**src/rtl/fetch_pkg.sv**
```systemverilog
// Shared definitions for the fetch PC unit and its branch target buffer.
//   - 2-bit saturating counter encodings (SNT, WNT, WT, ST)
//   - btb_entry_t: one BTB entry. Tag and target are sized to BTB_MAX_W.
//     Users zero-extend on write and truncate on read to their own XLEN,
//     so the unused upper bits are constant and trim away in synthesis.
//   - ctr_next: saturating counter update
package fetch_pkg;

    localparam int BTB_MAX_W = 64;

    localparam logic [1:0] SNT = 2'b00;
    localparam logic [1:0] WNT = 2'b01;
    localparam logic [1:0] WT  = 2'b10;
    localparam logic [1:0] ST  = 2'b11;

    typedef struct packed {
        logic                 valid;
        logic [BTB_MAX_W-1:0] tag;
        logic [BTB_MAX_W-1:0] target;
        logic [1:0]           ctr;
    } btb_entry_t;

    function automatic logic [1:0] ctr_next(input logic [1:0] ctr, input logic taken);
        if (taken) return (ctr == ST)  ? ST  : ctr + 2'd1;
        else       return (ctr == SNT) ? SNT : ctr - 2'd1;
    endfunction

endpackage

```
**src/rtl/fetch_pc_unit_btb.sv**
```systemverilog
// Branch target buffer: direct-mapped, with a 2-bit saturating counter per entry.
// Ports:
//   clk, rst                 clock, async active-low reset
//   lookup_pc                fetch PC looked up combinationally
//   pred_taken, pred_target  prediction for lookup_pc (target 0 when not taken)
//   upd_valid, upd_pc,
//   upd_taken, upd_target    training from resolved control flow
// Training writes on the clock edge, so a lookup in the same cycle sees the
// old contents.
module btb
    import fetch_pkg::*;
#(
    parameter int XLEN    = 32,
    parameter int ENTRIES = 16
) (
    input  logic            clk,
    input  logic            rst,
    input  logic [XLEN-1:0] lookup_pc,
    output logic            pred_taken,
    output logic [XLEN-1:0] pred_target,
    input  logic            upd_valid,
    input  logic [XLEN-1:0] upd_pc,
    input  logic            upd_taken,
    input  logic [XLEN-1:0] upd_target
);

    localparam int IDX = $clog2(ENTRIES);

    btb_entry_t mem [ENTRIES];

    // PCs are word aligned; the low two bits never take part in index or tag.
    logic unused_lo;
    assign unused_lo = ^{lookup_pc[1:0], upd_pc[1:0]};

    logic [IDX-1:0] rd_idx, wr_idx;
    btb_entry_t     rd, wr;
    logic           rd_hit, wr_hit;

    assign rd_idx = lookup_pc[IDX+1:2];
    assign wr_idx = upd_pc[IDX+1:2];
    assign rd     = mem[rd_idx];
    assign wr     = mem[wr_idx];
    assign rd_hit = rd.valid && (rd.tag == BTB_MAX_W'(lookup_pc[XLEN-1:IDX+2]));
    assign wr_hit = wr.valid && (wr.tag == BTB_MAX_W'(upd_pc[XLEN-1:IDX+2]));

    assign pred_taken  = rd_hit && rd.ctr[1];
    assign pred_target = pred_taken ? XLEN'(rd.target) : '0;

    always_ff @(posedge clk or negedge rst) begin
        if (!rst) begin
            for (int i = 0; i < ENTRIES; i++)
                mem[i] <= '{valid: 1'b0, tag: '0, target: '0, ctr: WNT};
        end else if (upd_valid) begin
            if (wr_hit) begin
                mem[wr_idx].ctr <= ctr_next(wr.ctr, upd_taken);
                if (upd_taken)
                    mem[wr_idx].target <= BTB_MAX_W'(upd_target);
            end else if (upd_taken) begin
                // Miss on a taken branch: allocate (or evict an alias) weakly taken.
                mem[wr_idx] <= '{valid:  1'b1,
                                 tag:    BTB_MAX_W'(upd_pc[XLEN-1:IDX+2]),
                                 target: BTB_MAX_W'(upd_target),
                                 ctr:    WT};
            end
        end
    end

endmodule

```
**src/rtl/fetch_pc_unit.sv**
```systemverilog
// Fetch PC register with BTB-driven next-PC selection.
// Ports:
//   clk, rst                       clock, async active-low reset
//   stall_i                        hold current PC
//   redirect_i, redirect_pc_i      correction from execute (beats stall)
//   upd_valid_i, upd_pc_i,
//   upd_taken_i, upd_target_i      BTB training, independent of stall/redirect
//   pc_o                           registered fetch PC
//   pred_taken_o, pred_target_o    BTB prediction for pc_o
module fetch_pc_unit
    import fetch_pkg::*;
#(
    parameter int              XLEN        = 32,
    parameter int              BTB_ENTRIES = 16,
    parameter logic [XLEN-1:0] RESET_PC    = '0
) (
    input  logic            clk,
    input  logic            rst,
    input  logic            stall_i,
    input  logic            redirect_i,
    input  logic [XLEN-1:0] redirect_pc_i,
    input  logic            upd_valid_i,
    input  logic [XLEN-1:0] upd_pc_i,
    input  logic            upd_taken_i,
    input  logic [XLEN-1:0] upd_target_i,
    output logic [XLEN-1:0] pc_o,
    output logic            pred_taken_o,
    output logic [XLEN-1:0] pred_target_o
);

    localparam logic [XLEN-1:0] ALIGN_MASK = ~XLEN'(3);

    logic [XLEN-1:0] nxt;

    btb #(.XLEN(XLEN), .ENTRIES(BTB_ENTRIES)) u_btb (
        .clk         (clk),
        .rst         (rst),
        .lookup_pc   (pc_o),
        .pred_taken  (pred_taken_o),
        .pred_target (pred_target_o),
        .upd_valid   (upd_valid_i),
        .upd_pc      (upd_pc_i),
        .upd_taken   (upd_taken_i),
        .upd_target  (upd_target_i)
    );

    always_comb begin
        if (redirect_i)        nxt = redirect_pc_i;
        else if (stall_i)      nxt = pc_o;
        else if (pred_taken_o) nxt = pred_target_o;
        else                   nxt = pc_o + XLEN'(4);   // wraps mod 2^XLEN
    end

    always_ff @(posedge clk or negedge rst) begin
        if (!rst) pc_o <= RESET_PC & ALIGN_MASK;
        else      pc_o <= nxt & ALIGN_MASK;
    end

endmodule

```
**config.mk**
```make
export PLATFORM = sky130hd
export DESIGN_NAME = fetch_pc_unit
export DESIGN_NICKNAME = d
export VERILOG_FILES = /design/src/rtl/fetch_pkg.sv /design/src/rtl/fetch_pc_unit_btb.sv /design/src/rtl/fetch_pc_unit.sv
export SDC_FILE = /design/constraint.sdc
export NUM_CORES = 2
export LEC_CHECK = 0
export CORE_UTILIZATION = 62
export DETAILED_ROUTE_END_ITERATION = 10
export PLACE_DENSITY_LB_ADDON = 0.05
export SETUP_SLACK_MARGIN = 0.5
export SYNTH_ARGS = -nofsm -noshare
export SYNTH_HDL_FRONTEND = slang
export SYNTH_HIERARCHICAL = 1
export SYNTH_SLANG_ARGS = --single-unit
```
**constraint.sdc**
```tcl
create_clock -name clk -period 4.92 [get_ports clk]
set_input_delay 0.984 -clock clk [delete_from_list [all_inputs] [get_ports clk]]
set_output_delay 0.984 -clock clk [all_outputs]
set_load 0.05 [all_outputs]
```
==> results.py <==
metrics = {
    "global_routing": {
        "grt_pass1_vias": 36200,
        "grt_pass1_wl_um": 236000,
        "overflow": 0,
        "grt_max_degree": 124,
        "antenna_found_initial": 5,
        "gr-usage-all-layers_pct": 37.3,
    },
    "route": {
        "vias_per_cell": 6.80,
        "initialDrtViolationCount": 3003,
        "avgRoutedWirePerCell_um": 31.3,
        "first_pass_iters": 5,
        "drc": 0,
        "vias": 33900,
        "routed_wl_um": 156000,
        "antenna_left": 0,
    },
    "critical_path": {
        "r2r_slack_ns": 0.37,
        "cp_slowest_cell": "mux4_2",
        "rr_endpoint": "pc_o[31]",
        "max_stage_delay_ns": 0.52,
        "crit_buf_inv": 6,
        "arrival_ns": 4.33,
        "reg2reg_depth": 19,
        "critPathMaxFanout": 15,
        "path_cells": "buf_4 > buf_16 > mux4_2 > mux2i_1 > mux2i_1 > xnor2_1 > nand4_1 > nor4_4 > buf_4 > nand4_1 > buf_6 > buf_16 > nor2b_4 > buf_12",
        "start_kind": "register",
        "required_ns": 3.94,
        "r2r_start": "pc_o[2]",
        "path_class": "register to output pin",
        "path_delay_family": "buffers and inverters",
        "worstSetupEndpointType": "output pin",
        "cp.depth": 14,
    },
    "floorplanning": {
        "die_w_um": 292,
        "die-area_mm2": 0.0855,
        "core_mm2": 0.0836,
        "rows": 106,
        "start_util_pct": 62.6,
        "ios": 167,
        "die_y_um": 292,
    },
    "yosys": {
        "synth_compound_area_share_pct": 3.02,
        "synth_enable_flop_cells": 0,
        "synth.most_common_cell": "dfrtp_1",
        "synthesis.area_mm2": 0.0523,
        "synth_top_area_share_pct": 47.4,
        "synth_cell_types": 75,
        "yosys-top-cells-area": "dfrtp_1 (47%), mux4_2 (16%), mux2_2 (12%)",
        "yosysSeqAreaShare_pct": 48.2,
        "synthCells": 3624,
        "synth_mux_area_share_pct": 38.5,
        "synth_xor_area_share_pct": 1.34,
        "synth-async-reset-ratio_pct": 100,
        "synth_area_per_cell_um2": 14.4,
        "ys_ff_latch": 1006,
        "yosysWarnings": 6,
        "yosysTopAreaCell": "dfrtp_1",
        "yosys.area_share.adder_pct": 0.0622,
        "synth_flop_cell": "dfrtp_1",
        "synth_top_family_by_area": "multiplexers",
        "yosys.area_share.simple_pct": 5.75,
        "yosys-top-cells-count": "dfrtp_1 (990), mux2_2 (576), nand2_1 (407), mux4_2 (376), mux2_4 (266)",
    },
    "run": {
        "maxCapViolCount": 0,
    },
    "timing": {
        "report.final.hold_viol_count": 0,
        "tightestPinTransition_ns": 1.02,
        "worst_hold_slack_ns": 0.377,
        "rsz0062_at_grt": "true",
        "finalCritPeriodShare_pct": 108,
        "worst_slack_ns": -0.394,
        "max_freq_mhz": 188,
        "maxSlewHeadroom_pct": 32.2,
        "fin_tns_setup_ns": -11.62,
        "clock_skew_ns": 0.0313,
        "drv_slew": 0,
        "min_period_ns": 5.31,
        "setup_viol": 33,
    },
    "hold_path": {
        "hold_path_class": "input port to async pin",
    },
    "cts": {
        "clockBufferDepth": 3,
        "htreeDepth": 3,
        "cts-root-buf": "clkbuf_16",
        "insertion_delay_ns": 0.70,
        "cts_buffers": 105,
        "clkTransAtPathRegs_ns": 0.06,
        "cts_sinks": 1006,
        "holdBufCountCts": 0,
        "cts_tree": "done",
    },
    "outcome": {
        "outcome": "complete, but fails checks",
        "violations": "negative setup slack",
    },
    "pwr": {
        "switching_power_mw": 6.87,
        "leakagePower_nw": 26.7,
        "pwr-share-seq_pct": 43.4,
        "swShare_pct": 27.1,
        "p_clk_share_pct": 34.4,
        "comb_power_share_pct": 22.2,
        "peakVddDrop_mv": 0.413,
        "p_int_mw": 18.5,
        "power_density_mw_per_mm2": 415,
    },
    "cells_and_area": {
        "fin_nets": 3918,
        "fill_cells": 5181,
        "area_delta_synth_final_pct": 16.8,
        "layout-drive-gt1-share_pct": 45.9,
    },
    "place": {
        "place_congestion": 0.897,
        "io_buffers": 160,
        "dp_hpwl_um": 95300,
    },
}
through the flow:
step	power (mW)	cells	util [%]	instance area (um2)	setup slack, ns
3_3_place_gp	16.2	4756	67.8	56700	0.0764
6_report	25.3	4983	73.1	61000	-0.394
4_1_cts	25.4	4975	73.0	61000	-0.380
5_1_grt	26.2	4983	73.1	61000	-0.436
3_5_place_dp	16.5	4756	67.8	56700	0.0751
2_1_floorplan	14.7	3625	-	52600	0.508
worst max-delay path by stage:
stage	slack, ns	to	from
global route	-0.44	pred_target_o[13]	pc_o[2]
floorplan	0.51	pred_target_o[19]	pc_o[2]
detailed placement	0.08	u_btb/mem[394]	upd_pc_i[2]
CTS	-0.38	pred_target_o[5]	pc_o[2]
finish	-0.39	pred_target_o[14]	pc_o[2]
global placement	0.08	u_btb/mem[1704]	upd_pc_i[2]
routing by layer:
layer	track usage [%]	wire, um
met5	0	41
met3	7.83	12700
met4	17.2	7560
met1	49.6	60300
met2	59.5	75400
state kept, by name, indices dropped and copies added (netlist names):
register   count
u_btb/mem    976
pc_o          30
power groups by stage:
stage               sequential, mW  combinational [mW]  clock, mW
floorplan                     10.7                4.02          0
global placement              10.9                5.31          0
detailed placement            11.1                5.47          0
CTS                           10.9                5.62       8.81
global route                  11.1                5.94       9.15
finish                        11.0                5.62       8.73
cells in the final DEF, fill, tap and decap left out, drive strengths merged, types with 4 or more instances in the layout:
cell | netlist | routed
or4 | 4 | 4
nand4 | 29 | 29
clkbuf | 209 | 150
mux4 | 376 | 376
dfrtp | 990 | 990
nand2 | 407 | 407
clkinv | 1 | 19
and2 | 15 | 15
clkinvlp | 0 | 6
dfstp | 16 | 16
a22oi | 44 | 44
inv | 14 | 16
buf | 116 | 285
a21boi | 5 | 5
mux2 | 843 | 843
nor2 | 63 | 63
nor4 | 4 | 4
xnor2 | 53 | 53
or2 | 17 | 17
o22ai | 5 | 5
nand3 | 29 | 29
and3 | 4 | 4
o221ai | 21 | 21
xor2 | 27 | 27
a21o | 4 | 4
bufinv | 0 | 18
mux2i | 116 | 116
a21oi | 27 | 27
nand2b | 4 | 4
and4 | 9 | 9
o21ai | 29 | 29
nor3 | 21 | 21
a221o | 4 | 4
a311oi | 11 | 11
a211oi | 15 | 15
o211ai | 12 | 12
clkdlybuf4s50 | 0 | 121
nor2b | 46 | 46
logic make-up (layout without fill, tap and decap cells):
logic type,after synthesis,in the layout
fa+ha+maj,3,3
mux,1335,1335
compound gates,195,195
xor+xnor,80,80
buf+inv,340,616
simple gates,664,664
flops,1006,1006
other cells,1,4
cell type report:
class / count / area [um2] / share of cell area [%]
antenna: 2 / 5.00 / 0.00820
clock buffer: 149 / 3090 / 5.06
clock inverter: 44 / 728 / 1.19
inverter: 15 / 60.1 / 0.0984
multi-input combinational: 2279 / 25800 / 42.3
sequential: 1006 / 25200 / 41.3
tap: 1080 / 1350 / 2.21
timing repair buffer: 408 / 4770 / 7.82
repair_timing:
item	CTS	global route
buffers inserted	20	5
pin swaps	9	3
gates cloned	6	1
resized for setup	30	4
endpoints found under the setup margin	63	61
(Power assumes the default switching activity.)
